$ cat config.mk
export PLATFORM = sky130hd
export DESIGN_NAME = sw_debounce_step
export DESIGN_NICKNAME = d
export VERILOG_FILES = /design/src/rtl/sw_debounce_step.sv
export SDC_FILE = /design/constraint.sdc
export NUM_CORES = 1
export LEC_CHECK = 0
export CAP_MARGIN = 20
export CORE_MARGIN = 10
export CORE_UTILIZATION = 58
export CTS_BUF_LIST = sky130_fd_sc_hd__clkbuf_16
export CTS_CLUSTER_SIZE = 10
export DETAILED_ROUTE_END_ITERATION = 6
export HOLD_SLACK_MARGIN = 0.06
export PLACE_DENSITY = 0.81
export SLEW_MARGIN = 20
export SYNTH_ARGS = -nofsm -noshare
export SYNTH_HDL_FRONTEND = slang
export SYNTH_SLANG_ARGS = --single-unit
export TNS_END_PERCENT = 100
$ cat constraint.sdc
create_clock -name CLOCK_50 -period 2.55 [get_ports CLOCK_50]
set_clock_uncertainty 0.1 [all_clocks]
set_input_delay 0.765 -clock CLOCK_50 [delete_from_list [all_inputs] [get_ports CLOCK_50]]
set_output_delay 0.765 -clock CLOCK_50 [all_outputs]
set_load 0.01 [all_outputs]
$ cat src/rtl/sw_debounce_step.sv
// ---------------------------------------------------------------------------
// sw_debounce_step
//
// Input conditioning for the LED blink-rate counter. The slide switches are
// synchronised into the CLOCK_50 domain. Each bit is then debounced on its
// own against a shared sample tick. The block presents a clean vector, a
// one-cycle change pulse and a registered counter step that is never zero.
//
// Ports:
//   CLOCK_50    in   1  system clock, all state on the rising edge
//   RESET_N     in   1  asynchronous, active-low reset
//   SW          in   W  raw slide switches (asynchronous, bouncing)
//   sw_clean    out  W  debounced switch vector
//   sw_changed  out  1  one-cycle pulse in the cycle sw_clean takes a new value
//   step        out  W  counter increment: sw_clean with 0 replaced by 1
// ---------------------------------------------------------------------------
module sw_debounce_step #(
  parameter int CLK_HZ       = 50000000,
  parameter int TICK_HZ      = 1000,
  parameter int STABLE_TICKS = 10,
  parameter int W            = 10
) (
  input  logic         CLOCK_50,
  input  logic         RESET_N,
  input  logic [W-1:0] SW,
  output logic [W-1:0] sw_clean,
  output logic         sw_changed,
  output logic [W-1:0] step
);

  // Prescaler period in clock cycles. CLK_HZ/TICK_HZ must divide exactly, and
  // the period must be at least 2.
  localparam int P  = CLK_HZ / TICK_HZ;
  localparam int PW = $clog2(P);
  localparam int CW = $clog2(STABLE_TICKS + 1);

  // A bit is accepted on the tick that would take its count to STABLE_TICKS.
  // Comparing against STABLE_TICKS-1 before the increment means the counter
  // never has to hold STABLE_TICKS.
  localparam logic [CW-1:0] CNT_LAST = CW'(STABLE_TICKS - 1);

  // Per-bit debounce state. The state is derived from the data and is not
  // stored: a bit is PENDING exactly when the synchronised input differs from
  // its clean value.
  localparam logic [0:0] ST_STABLE  = 1'b0;
  localparam logic [0:0] ST_PENDING = 1'b1;

  logic [W-1:0]  sync1;
  logic [W-1:0]  sync2;
  logic [PW-1:0] presc;
  logic          tick;
  logic [CW-1:0] cnt [W];
  logic [W-1:0]  state;
  logic [W-1:0]  accept;
  logic [W-1:0]  clean_next;

  // Two-flop synchroniser. Nothing downstream looks at sync1.
  // NOTE: sequential state uses non-blocking (<=) so every flop samples its
  // inputs from before the edge, whatever order the statements are in.
  always_ff @(posedge CLOCK_50 or negedge RESET_N) begin
    if (!RESET_N) begin
      sync1 <= '0;
      sync2 <= '0;
    end else begin
      sync1 <= SW;
      sync2 <= sync1;
    end
  end

  // Free-running prescaler that counts 0..P-1. tick is high for the whole
  // terminal-count cycle.
  assign tick = (presc == PW'(P - 1));

  always_ff @(posedge CLOCK_50 or negedge RESET_N) begin
    if (!RESET_N) begin
      presc <= '0;
    end else if (tick) begin
      presc <= '0;
    end else begin
      presc <= presc + 1'b1;
    end
  end

  // Decode the per-bit state and the accepts. An accepted bit always differs
  // from its clean value, so the new clean vector is a simple XOR.
  // NOTE: every always_comb output gets a default first, so no path can leave
  // it unassigned and infer a latch.
  always_comb begin
    state  = '0;
    accept = '0;
    for (int i = 0; i < W; i++) begin
      state[i]  = (sync2[i] != sw_clean[i]) ? ST_PENDING : ST_STABLE;
      accept[i] = (state[i] == ST_PENDING) && tick && (cnt[i] == CNT_LAST);
    end
    clean_next = sw_clean ^ accept;
  end

  // Tick counters. Any cycle where the input agrees with clean restarts the
  // count, so a glitch that does not last STABLE_TICKS ticks is never accepted.
  // NOTE: this small counter array is reset explicitly. A pending count left
  // over from before reset must not shorten the first acceptance after it.
  always_ff @(posedge CLOCK_50 or negedge RESET_N) begin
    if (!RESET_N) begin
      for (int i = 0; i < W; i++) begin
        cnt[i] <= '0;
      end
    end else begin
      for (int i = 0; i < W; i++) begin
        if (state[i] == ST_STABLE || accept[i]) begin
          cnt[i] <= '0;
        end else if (tick) begin
          cnt[i] <= cnt[i] + 1'b1;
        end
      end
    end
  end

  // All three outputs are registered from the same clean_next value, so they
  // update together. Several bits accepted on one tick give a single pulse.
  // step resets to 1 so it is never zero, even in the first cycle after reset.
  always_ff @(posedge CLOCK_50 or negedge RESET_N) begin
    if (!RESET_N) begin
      sw_clean   <= '0;
      sw_changed <= 1'b0;
      step       <= W'(1);
    end else begin
      sw_clean   <= clean_next;
      sw_changed <= |accept;
      step       <= (clean_next == '0) ? W'(1) : clean_next;
    end
  end

endmodule

==> results of run 1 <==
layout by cell type, fill, tap and decap left out, types with 6 or more instances in the layout:
master,count
nor3_1,14
a21oi_1,20
nor3_2,8
xnor2_1,26
xor2_1,19
ha_1,21
a41oi_1,6
and3_1,6
nand2_1,36
nor2_1,38
buf_4,12
a311oi_1,6
nand3_1,12
clkbuf_16,9
clkdlybuf4s50_1,31
a31o_2,6
dfrtp_1,96
inv_1,11
through the flow:
step / hold slack, ns / instances
floorplan: 0.2312 / 376
global placement: 0.2315 / 509
detailed placement: 0.2355 / 509
CTS: 0.2514 / 525
global route: 0.2542 / 525
finish: 0.2489 / 525
routing by layer:
layer | routed length [um] | up-vias | part of all wire [%] | track usage (%)
met5 | 0 | - | 0 | 0
li1 | - | 1401 | - | -
met2 | 4340 | 72 | 50 | 26.33
met4 | 233 | 0 | 2.7 | 8.897
met3 | 277 | 23 | 3.2 | 3.382
met1 | 3770 | 1500 | 44 | 19.47
worst max-delay path, stage by stage (launching register included):
cell	delay, ns
dfrtp_1	0.38
ha_1	0.19
and3_1	0.28
and4_4	0.37
buf_4	0.33
nand4b_4	0.16
mux2_4	0.32
a31o_1	0.20
worst max-delay path by stage:
| stage | from | endpoint | cells after the start |
|---|---|---|---|
| finish | presc[0] | step[0] | 7 |
| global route | presc[0] | step[0] | 8 |
| CTS | presc[0] | step[0] | 7 |
| detailed placement | presc[0] | step[0] | 7 |
| global placement | presc[0] | step[0] | 7 |
| floorplan | presc[0] | step[0] | 8 |
sequential cells by signal, summed over array words and instances, names as in the netlist:
name / count
cnt: 40
presc: 16
step: 10
sw_changed: 1
sw_clean: 10
sync1: 10
sync2: 10
power breakdown:
part	total, mW	switching, mW	internal, mW	leakage, nW
combinational	0.0743	0.0463	0.0280	0.909
clock	1.36	0.593	0.770	0.148
sequential	1.56	0.00712	1.55	1.29
cell families (layout without fill, tap and decap cells):
kind of cell	after synthesis	count (layout)	synth area share, %
AO/OA/AOI/OAI	47	47	7.440
XOR/XNOR	45	45	9.083
adder cells (fa/ha/maj)	21	21	6.055
buffers and inverters	21	71	2.278
flip-flops	97	97	55.97
multiplexers	6	6	1.701
AND/OR/NAND/NOR	139	139	17.47
final cells by class:
cell class | instances | area [sq um]
Timing Repair Buffer | 44 | 420.4
Multi-Input combinational cell | 258 | 1818
Fill cell | 503 | 2116
Clock inverter | 7 | 80.08
Inverter | 11 | 41.29
Clock buffer | 9 | 225.2
Sequential cell | 97 | 2429
Tap cell | 99 | 123.9
what timing repair did:
item                       CTS  global route
setup endpoints to repair    0             1
gates resized for setup      0             1
setup buffers                0             0
hold buffers                 0             0
==> reports/qor.txt, run 1 <==
Tot Pwr: 2.999 mW
Main synth FF type: dfrtp_1
Final TNS setup: 0 ns
Drc violations: 0
Syn nets: 409
P_leak: 2.348 nW
Total global routing overflow: 0
Clk slew on worst S/H paths: 0.06 ns
# IOs: 33
Initial Util: 59.82%
CP Launch Type: flop
Pins Over Slew Limit: 0
Worst skew pair latency: 0.34 ns
Vias per cell: 5.707
Reg2Reg Capture Point: step[0]
Fraction of layout cells with a size suffix above 1: 12.91%
Cell row count: 31
Crit-path max FO: 25
Final Critical Period: 2.414 ns
HPWL after DPL: 5901 um
Die Y: 106.5 um
# diodes: 0
Overall Global Routing Usage: 16.10%
HP Start: sync1[3]
Fmax: 414.2 MHz
Largest area contributor in the netlist: dfrtp_1
Cells after Synth: 376
Setup repair after global routing missed its margin: false
Setup ws final: 0.1359 ns
Maxcap violations: 0
Core ar.: 7253 sq um
Final setup viols: 0
Area share of the largest cell type after synthesis: 55.36%
Synth Warn #: 0
Initial antenna violation count: 0
Vias in the first global route: 3095
Worst EP arrival: 2.58 ns
Count leader, synth: dfrtp_1
Final hold viol count: 0
Relative slew slack: 67.21%
Crit path kind: flop to flop
Fin util: 70.83%
Sink Count: 97
Post-route cell area: 5137 sq um
Post-synthesis cell type count: 45
Deepest clock path buffer count: 2
Post-synth ARST share: 100.0%
Number of synthesized flops with an enable pin: 0
Layout Nets: 454
Pre-antenna DRT Iters: 4
Routed WL: 8621 um
Mean Syn Cell Area: 11.54 sq um
Top cells by instance count after synthesis: dfrtp_1, nor2_1, nand2_1
VDD IR max: 449.3 uV
Outcome: finished clean
FF-to-FF Start: presc[0]
R2R cell count: 7
P per Cell Area: 583.7 nW/um^2
Nature of the critical path endpoint: flop
Hold Crit Endpoint: sync2[3]
Gpl congestion: 0.7979
CTS tree: built
Synth area leaders: dfrtp_1, ha_1, xnor2_1, xor2_1, nor2_1
DRT iter0 DRCs: 124
Hold path depth: 0
Port Buffer Count: 32
Die ar.: 11340 sq um
Synthesized area: 4339 sq um
Synthesis-stage register bit count: 97
Internal reg-to-reg setup slack: 0.14 ns
DR vias: 2996
Pin count of the biggest net entering global routing: 42
Number of H-tree levels: 3
Clock Tree Root: clkbuf_16
WP data required: 2.72 ns
Type of the tightest min-delay check: flop to flop
Routed len/inst: 16.42 um
Place WS: 0.1942 ns
CTS Buf Count: 9
Worst slew pin tran: 0.4918 ns
Die X: 106.5 um
Instance area at placement: 4826 sq um
Sequential fraction of the synthesis area: 55.97%
Final worst-path cycle share: 94.67%
Syn-to-layout area delta: 18.40%
First-pass GRT wire length: 14750 um
Antenna viol nets, final: 0
(Power assumes the default switching activity.)
==> run 2: changes to the inputs <==
--- a/config.mk
+++ b/config.mk
@@ -5,7 +5,7 @@
 export SDC_FILE = /design/constraint.sdc
 export NUM_CORES = 1
 export LEC_CHECK = 0
-export CAP_MARGIN = 20
+export CAP_MARGIN = 40
 export CORE_MARGIN = 10
 export CORE_UTILIZATION = 58
 export CTS_BUF_LIST = sky130_fd_sc_hd__clkbuf_16
==> results of run 2 <==
Final layout, timing and power as in run 1 (identical DEF).
